`config.mk`:
```
export PLATFORM = sky130hd
export DESIGN_NAME = id_stage
export DESIGN_NICKNAME = d
export VERILOG_FILES = /design/src/rtl/id_stage.sv
export SDC_FILE = /design/constraint.sdc
export NUM_CORES = 2
export LEC_CHECK = 0
export CAP_MARGIN = 20
export CORE_MARGIN = 3
export CORE_UTILIZATION = 25
export CTS_CLUSTER_DIAMETER = 30
export DETAILED_ROUTE_END_ITERATION = 16
export SETUP_SLACK_MARGIN = 0.5
export SKIP_CTS_REPAIR_TIMING = 1
export SLEW_MARGIN = 20
export SYNTH_ARGS = -nofsm -noshare
export SYNTH_HDL_FRONTEND = slang
export SYNTH_SLANG_ARGS = --single-unit
```
`constraint.sdc`:
```
create_clock -name clk -period 2.5 [get_ports clk]
set_clock_uncertainty 0.1 [all_clocks]
set_input_delay 0.25 -clock clk [delete_from_list [all_inputs] [get_ports clk]]
set_output_delay 0.25 -clock clk [all_outputs]
set_load 0.05 [all_outputs]
```
`src/rtl/id_stage.sv`:
```
// -----------------------------------------------------------------------------
// id_stage : RV32I decode / operand-fetch stage feeding the integer ALU.
//
// Accepts one instruction per cycle over a valid/ready handshake, decodes the
// OP and OP-IMM classes, reads rs1/rs2 from an internal 32-entry register file
// and presents the result from a single registered output slot.
//
// Optional feature macro: ID_STAGE_BYPASS_EN
//   defined     : a same-edge writeback forwards into the operands being
//                 captured, and refreshes the operands of a stalled slot.
//   not defined : operands come from pre-write register-file contents and
//                 held operands never change.
//
// Ports
//   clk, rst_n            clock (rising edge), asynchronous active-low reset
//   clk_en                state-update enable (everything frozen when low)
//   i_if_valid/o_if_ready instruction handshake from fetch
//   i_if_instr            32-bit instruction word
//   o_ex_valid/i_ex_ready output-slot handshake to the ALU
//   o_opcode .. o_illegal decoded fields and operands of the held slot
//   i_wb_we/addr/data     register-file writeback port
// -----------------------------------------------------------------------------
module id_stage #(
    parameter int DATA_WIDTH = 31
) (
    input  logic                  clk,
    input  logic                  rst_n,
    input  logic                  clk_en,
    input  logic                  i_if_valid,
    output logic                  o_if_ready,
    input  logic [31:0]           i_if_instr,
    output logic                  o_ex_valid,
    input  logic                  i_ex_ready,
    output logic [6:0]            o_opcode,
    output logic [6:0]            o_funct7,
    output logic [2:0]            o_funct3,
    output logic [DATA_WIDTH:0]   o_rs1_data,
    output logic [DATA_WIDTH:0]   o_rs2_data,
    output logic [31:0]           o_imm,
    output logic [4:0]            o_rd_addr,
    output logic                  o_rd_we,
    output logic                  o_illegal,
    input  logic                  i_wb_we,
    input  logic [4:0]            i_wb_addr,
    input  logic [DATA_WIDTH:0]   i_wb_data
);

    localparam logic [6:0] OPC_OP     = 7'b0110011;
    localparam logic [6:0] OPC_OP_IMM = 7'b0010011;
    localparam logic [6:0] F7_BASE    = 7'b0000000;
    localparam logic [6:0] F7_ALT     = 7'b0100000;

    function automatic logic [31:0] sext_i12(input logic [11:0] v);
        return {{20{v[11]}}, v};
    endfunction

    function automatic logic [31:0] zext_shamt(input logic [4:0] v);
        return {27'b0, v};
    endfunction

    // ---------------- stage p0: field extraction, decode, operand read ------
    logic [6:0] ins_opcode;
    logic [4:0] ins_rd;
    logic [2:0] ins_funct3;
    logic [4:0] ins_rs1;
    logic [4:0] ins_rs2;
    logic [6:0] ins_funct7;

    assign ins_opcode = i_if_instr[6:0];
    assign ins_rd     = i_if_instr[11:7];
    assign ins_funct3 = i_if_instr[14:12];
    assign ins_rs1    = i_if_instr[19:15];
    assign ins_rs2    = i_if_instr[24:20];
    assign ins_funct7 = i_if_instr[31:25];

    logic        vld_p1;
    logic        accept;
    logic        consume;
    logic        wb_fire;

    assign o_if_ready = clk_en & (~vld_p1 | i_ex_ready);
    assign accept     = i_if_valid & o_if_ready;
    assign consume    = clk_en & vld_p1 & i_ex_ready;
    assign wb_fire    = clk_en & i_wb_we;

    logic        legal_p0;
    logic [6:0]  funct7_p0;
    logic [31:0] imm_p0;
    logic        use_rs2_p0;

    always_comb begin
        legal_p0   = 1'b0;
        funct7_p0  = ins_funct7;
        imm_p0     = '0;
        use_rs2_p0 = 1'b1;
        if (ins_opcode == OPC_OP) begin
            legal_p0 = (ins_funct7 == F7_BASE) ||
                       ((ins_funct7 == F7_ALT) &&
                        ((ins_funct3 == 3'b000) || (ins_funct3 == 3'b101)));
        end else if (ins_opcode == OPC_OP_IMM) begin
            use_rs2_p0 = 1'b0;
            if (ins_funct3 == 3'b001) begin
                imm_p0   = zext_shamt(ins_rs2);
                legal_p0 = (ins_funct7 == F7_BASE);
            end else if (ins_funct3 == 3'b101) begin
                imm_p0   = zext_shamt(ins_rs2);
                legal_p0 = (ins_funct7 == F7_BASE) || (ins_funct7 == F7_ALT);
            end else begin
                imm_p0    = sext_i12(i_if_instr[31:20]);
                funct7_p0 = '0;
                legal_p0  = 1'b1;
            end
        end
    end

    logic [DATA_WIDTH:0] rf_mem [32];
    logic [DATA_WIDTH:0] rs1_data_p0;
    logic [DATA_WIDTH:0] rs2_data_p0;

    always_comb begin
        rs1_data_p0 = (ins_rs1 == 5'd0) ? '0 : rf_mem[ins_rs1];
        rs2_data_p0 = (ins_rs2 == 5'd0) ? '0 : rf_mem[ins_rs2];
`ifdef ID_STAGE_BYPASS_EN
        // Forward a writeback landing on the same edge as the capture.
        if (wb_fire && (i_wb_addr != 5'd0) && (i_wb_addr == ins_rs1))
            rs1_data_p0 = i_wb_data;
        if (wb_fire && (i_wb_addr != 5'd0) && (i_wb_addr == ins_rs2))
            rs2_data_p0 = i_wb_data;
`endif
        if (!use_rs2_p0)
            rs2_data_p0 = '0;
    end

    // x0 is never written, so its entry stays zero after reset.
    always_ff @(posedge clk or negedge rst_n) begin
        if (!rst_n) begin
            for (int i = 0; i < 32; i++)
                rf_mem[i] <= '0;
        end else if (wb_fire && (i_wb_addr != 5'd0)) begin
            rf_mem[i_wb_addr] <= i_wb_data;
        end
    end

    // ---------------- stage p1: output slot ---------------------------------
    logic [6:0]          opcode_p1;
    logic [6:0]          funct7_p1;
    logic [2:0]          funct3_p1;
    logic [DATA_WIDTH:0] rs1_data_p1;
    logic [DATA_WIDTH:0] rs2_data_p1;
    logic [31:0]         imm_p1;
    logic [4:0]          rd_addr_p1;
    logic                rd_we_p1;
    logic                illegal_p1;
`ifdef ID_STAGE_BYPASS_EN
    logic [4:0]          rs1_addr_p1;
    logic [4:0]          rs2_addr_p1;
    logic                opimm_p1;
`endif

    always_ff @(posedge clk or negedge rst_n) begin
        if (!rst_n) begin
            vld_p1      <= 1'b0;
            opcode_p1   <= '0;
            funct7_p1   <= '0;
            funct3_p1   <= '0;
            rs1_data_p1 <= '0;
            rs2_data_p1 <= '0;
            imm_p1      <= '0;
            rd_addr_p1  <= '0;
            rd_we_p1    <= 1'b0;
            illegal_p1  <= 1'b0;
`ifdef ID_STAGE_BYPASS_EN
            rs1_addr_p1 <= '0;
            rs2_addr_p1 <= '0;
            opimm_p1    <= 1'b0;
`endif
        end else if (accept) begin
            // Covers the simultaneous consume+accept case: slot simply reloads.
            vld_p1      <= 1'b1;
            opcode_p1   <= legal_p0 ? ins_opcode : 7'd0;
            funct7_p1   <= funct7_p0;
            funct3_p1   <= ins_funct3;
            rs1_data_p1 <= rs1_data_p0;
            rs2_data_p1 <= rs2_data_p0;
            imm_p1      <= imm_p0;
            rd_addr_p1  <= ins_rd;
            rd_we_p1    <= legal_p0 && (ins_rd != 5'd0);
            illegal_p1  <= ~legal_p0;
`ifdef ID_STAGE_BYPASS_EN
            rs1_addr_p1 <= ins_rs1;
            rs2_addr_p1 <= ins_rs2;
            opimm_p1    <= ~use_rs2_p0;
`endif
        end else if (consume) begin
            vld_p1 <= 1'b0;
`ifdef ID_STAGE_BYPASS_EN
        end else if (vld_p1 && wb_fire && (i_wb_addr != 5'd0)) begin
            // Stalled slot: keep held operands coherent with the register file.
            if (i_wb_addr == rs1_addr_p1)
                rs1_data_p1 <= i_wb_data;
            if (!opimm_p1 && (i_wb_addr == rs2_addr_p1))
                rs2_data_p1 <= i_wb_data;
`endif
        end
    end

    assign o_ex_valid = vld_p1;
    assign o_opcode   = opcode_p1;
    assign o_funct7   = funct7_p1;
    assign o_funct3   = funct3_p1;
    assign o_rs1_data = rs1_data_p1;
    assign o_rs2_data = rs2_data_p1;
    assign o_imm      = imm_p1;
    assign o_rd_addr  = rd_addr_p1;
    assign o_rd_we    = rd_we_p1;
    assign o_illegal  = illegal_p1;

endmodule

```
==> results.txt <==
# DRC: 0
WP data required: 2150 ps
Drt initial violations: 4018
Placed insts: 7209
Clock-pin slew on the worst setup and hold paths: 50 ps
Post-DP HPWL: 134000 um
Setup TNS Final: 0 ps
Yosys top cell by area: dfrtp_1
Max Cap Viol: 0
WL final: 204000 um
Total congestion overflow: 0
Worst rel slew slack: 0.142
Worst R2R Path Depth: 6
Port bufs: 196
Setup crit start kind: flop
Synth cell types: 53
Clk_lat worst skew: 830 ps
Synth top area share: 0.485
Switch share: 0.278
Via density: 5.26
Layout net count: 4485
Most used flip-flop cell after synthesis: dfrtp_1
Period utilisation layout: 0.828
Die Span Y: 488 um
Mean Syn Cell Area: 14.3 um^2
Core area: 0.231 mm^2
Initial antenna violation count: 10
Crit end category: output port
Vias in the first global route: 41000
Count of pins over their slew limit: 0
Clock network fraction of design power: 0.473
Place WS: -288 ps
Die width: 488 um
Share of layout cells above drive strength 1: 0.493
Area contributors post-synth: dfrtp_1 48%, mux2_2 19%, mux4_2 12%
CTS tree: yes
Share of total power in combinational logic: 0.156
Actual slew at the worst max-slew pin: 1280 ps
P_leak: 0.0331 uW
Async SR Flop Fraction: 1.00
Clock Tree Root: clkbuf_16
Hold WC Path Type: in -> reg
TritonCTS Buffers: 207
Io pins: 197
Post-synthesis sequential area ratio: 0.485
DR vias: 40100
FMAX: 483 MHz
Min cycle time layout: 2070 ps
Largest net degree at the start of global routing: 84
Die area: 0.238 mm^2
FP Rows: 176
Worst r2r dst: o_rs2_data[22]
Hold endpoint: o_funct7[4]
Total power: 60900 uW
Final ANT Viol Nets: 0
Area grow syn2layout: 26.6%
Critical-path cell list: buf_4, dlymetal6s2s_1
Post-synth top cells: 1125 x dfrtp_1, 973 x mux2_2, 404 x mux2i_1, 322 x mux4_2, 194 x clkbuf_1
Syn. warnings: 0
Clock tree buffer depth: 3
WP data arrival: 1720 ps
Critical setup path kind: reg -> out
Gpl congestion: 0.844
H-tree levels: 4
Power per cell area: 828 mW/mm^2
Fin worst setup slack: 431 ps
First-pass GRT wire length: 295000 um
Final cell count without fillers: 7619
Synth Cell Area: 0.0581 mm^2
Max rail drop VDD: 651 uV
Hold wc startpoint: i_if_instr[29]
Count leader, synth: dfrtp_1
Min Hold Slack: 8.33 ps
RR Startpoint: o_ex_valid
Initial Util: 0.252
Hold Crit Depth: 2
First-pass detailed-route iteration total: 6
Net Switching: 16900 uW
Syn Inst Count: 4061
Sequential share of power: 0.371
Power Internal: 44000 uW
Syn_nets: 4136
Reg-to-reg slack, setup: 500 ps
RSZ-0062 raised after global routing: yes
Setup violations, final: 0
Flops & latches, synth: 1125
# clock sinks: 1125
Status: complete, no violations
Routed WL per cell: 26.8 um
Slowest CP cell: dlymetal6s2s_1
Max stage delay on crit path: 430 ps
Post-synth EDFFs: 0
GRT Overall Usage: 0.167
Worst-path maximum fanout: 11
Final hold vios: 0
-- worst max path at each step --
stage | end | depth (start not counted) | slack [ps] | startpoint
after detailed placement | o_rs2_data[21] | 9 | -290 | i_if_instr[23]
after global routing | o_imm[29] | 2 | 350 | o_imm[30]
after CTS | o_imm[12] | 1 | -320 | o_imm[30]
final | o_imm[29] | 2 | 430 | o_imm[30]
after floorplan | o_rs1_data[26] | 6 | 500 | i_if_instr[15]
after global placement | o_rs2_data[21] | 9 | -300 | i_if_instr[23]
-- layout by cell type, fill, tap and decap left out, types with 20 or more instances in the layout --
| cell | count |
|---|---|
| dfrtp_1 | 1116 |
| clkbuf_4 | 25 |
| nor2b_1 | 38 |
| clkdlybuf4s50_1 | 64 |
| clkbuf_16 | 209 |
| clkinvlp_4 | 20 |
| mux2i_1 | 404 |
| a22o_1 | 110 |
| o22ai_1 | 85 |
| mux2_2 | 973 |
| o41ai_1 | 25 |
| mux4_2 | 322 |
| nand2_1 | 75 |
| nand3_1 | 62 |
| clkbuf_1 | 31 |
| a2111oi_0 | 25 |
| clkbuf_8 | 35 |
| a22oi_1 | 117 |
| buf_4 | 291 |
| buf_12 | 119 |
| clkbuf_2 | 66 |
| clkinv_2 | 26 |
| a221oi_1 | 54 |
| a211oi_1 | 21 |
| nor2_4 | 23 |
| bufinv_16 | 21 |
-- metrics by stage --
step	instance area [um^2]	util
finish	73600	0.319
global route	73600	0.319
CTS	73700	0.320
detailed placement	66400	0.288
global placement	66300	0.288
floorplan	58100	-
-- worst max-delay path: cells and delay by family, from the launching register on --
kind | cells | cell delay, ps
buffers and inverters | 2 | 580
DFF | 1 | 340
-- flip-flops by register name, summed over array words and instances, names as in the netlist --
register,cells
o_rd_we,1
o_funct3,3
o_rd_addr,5
o_ex_valid,1
rf_mem,1024
o_rs2_data,32
o_imm,12
o_funct7,7
o_rs1_data,32
o_opcode,7
o_illegal,1
-- power groups by stage --
stage               logic [uW]  clock network, uW  registers (uW)
floorplan                 5580                  0           22900
global placement          9420                  0           22700
detailed placement        9600                  0           22800
CTS                       9650              29300           22600
global route             10100              30300           22900
finish                    9490              28800           22600
-- cell type report --
cell class / instances / area [um^2]
clock buffers: 274 / 5800
inverters: 3 / 11.3
fillers: 22500 / 157000
diodes: 4 / 10.0
clock inverters: 114 / 1470
multi-input cells: 2460 / 28000
repair buffers: 613 / 6300
well taps: 3026 / 3790
flip-flops and latches: 1125 / 28200
-- logic make-up after synthesis --
| family | synth area share |
|---|---|
| muxes | 0.387 |
| DFF | 0.485 |
| buffers and inverters | 0.0396 |
| AOI/OAI and AO/OA | 0.0662 |
| and+or+nand+nor | 0.0230 |
-- per-layer routing --
| layer | routed length, um | global-route usage | part of all wire |
|---|---|---|---|
| met2 | 94400 | 0.263 | 0.46 |
| met5 | 0 | 0 | 0 |
| met3 | 13900 | 0.0309 | 0.068 |
| met4 | 7450 | 0.0651 | 0.036 |
| met1 | 88600 | 0.228 | 0.43 |
Note: power is estimated with default switching activity, not from simulation.
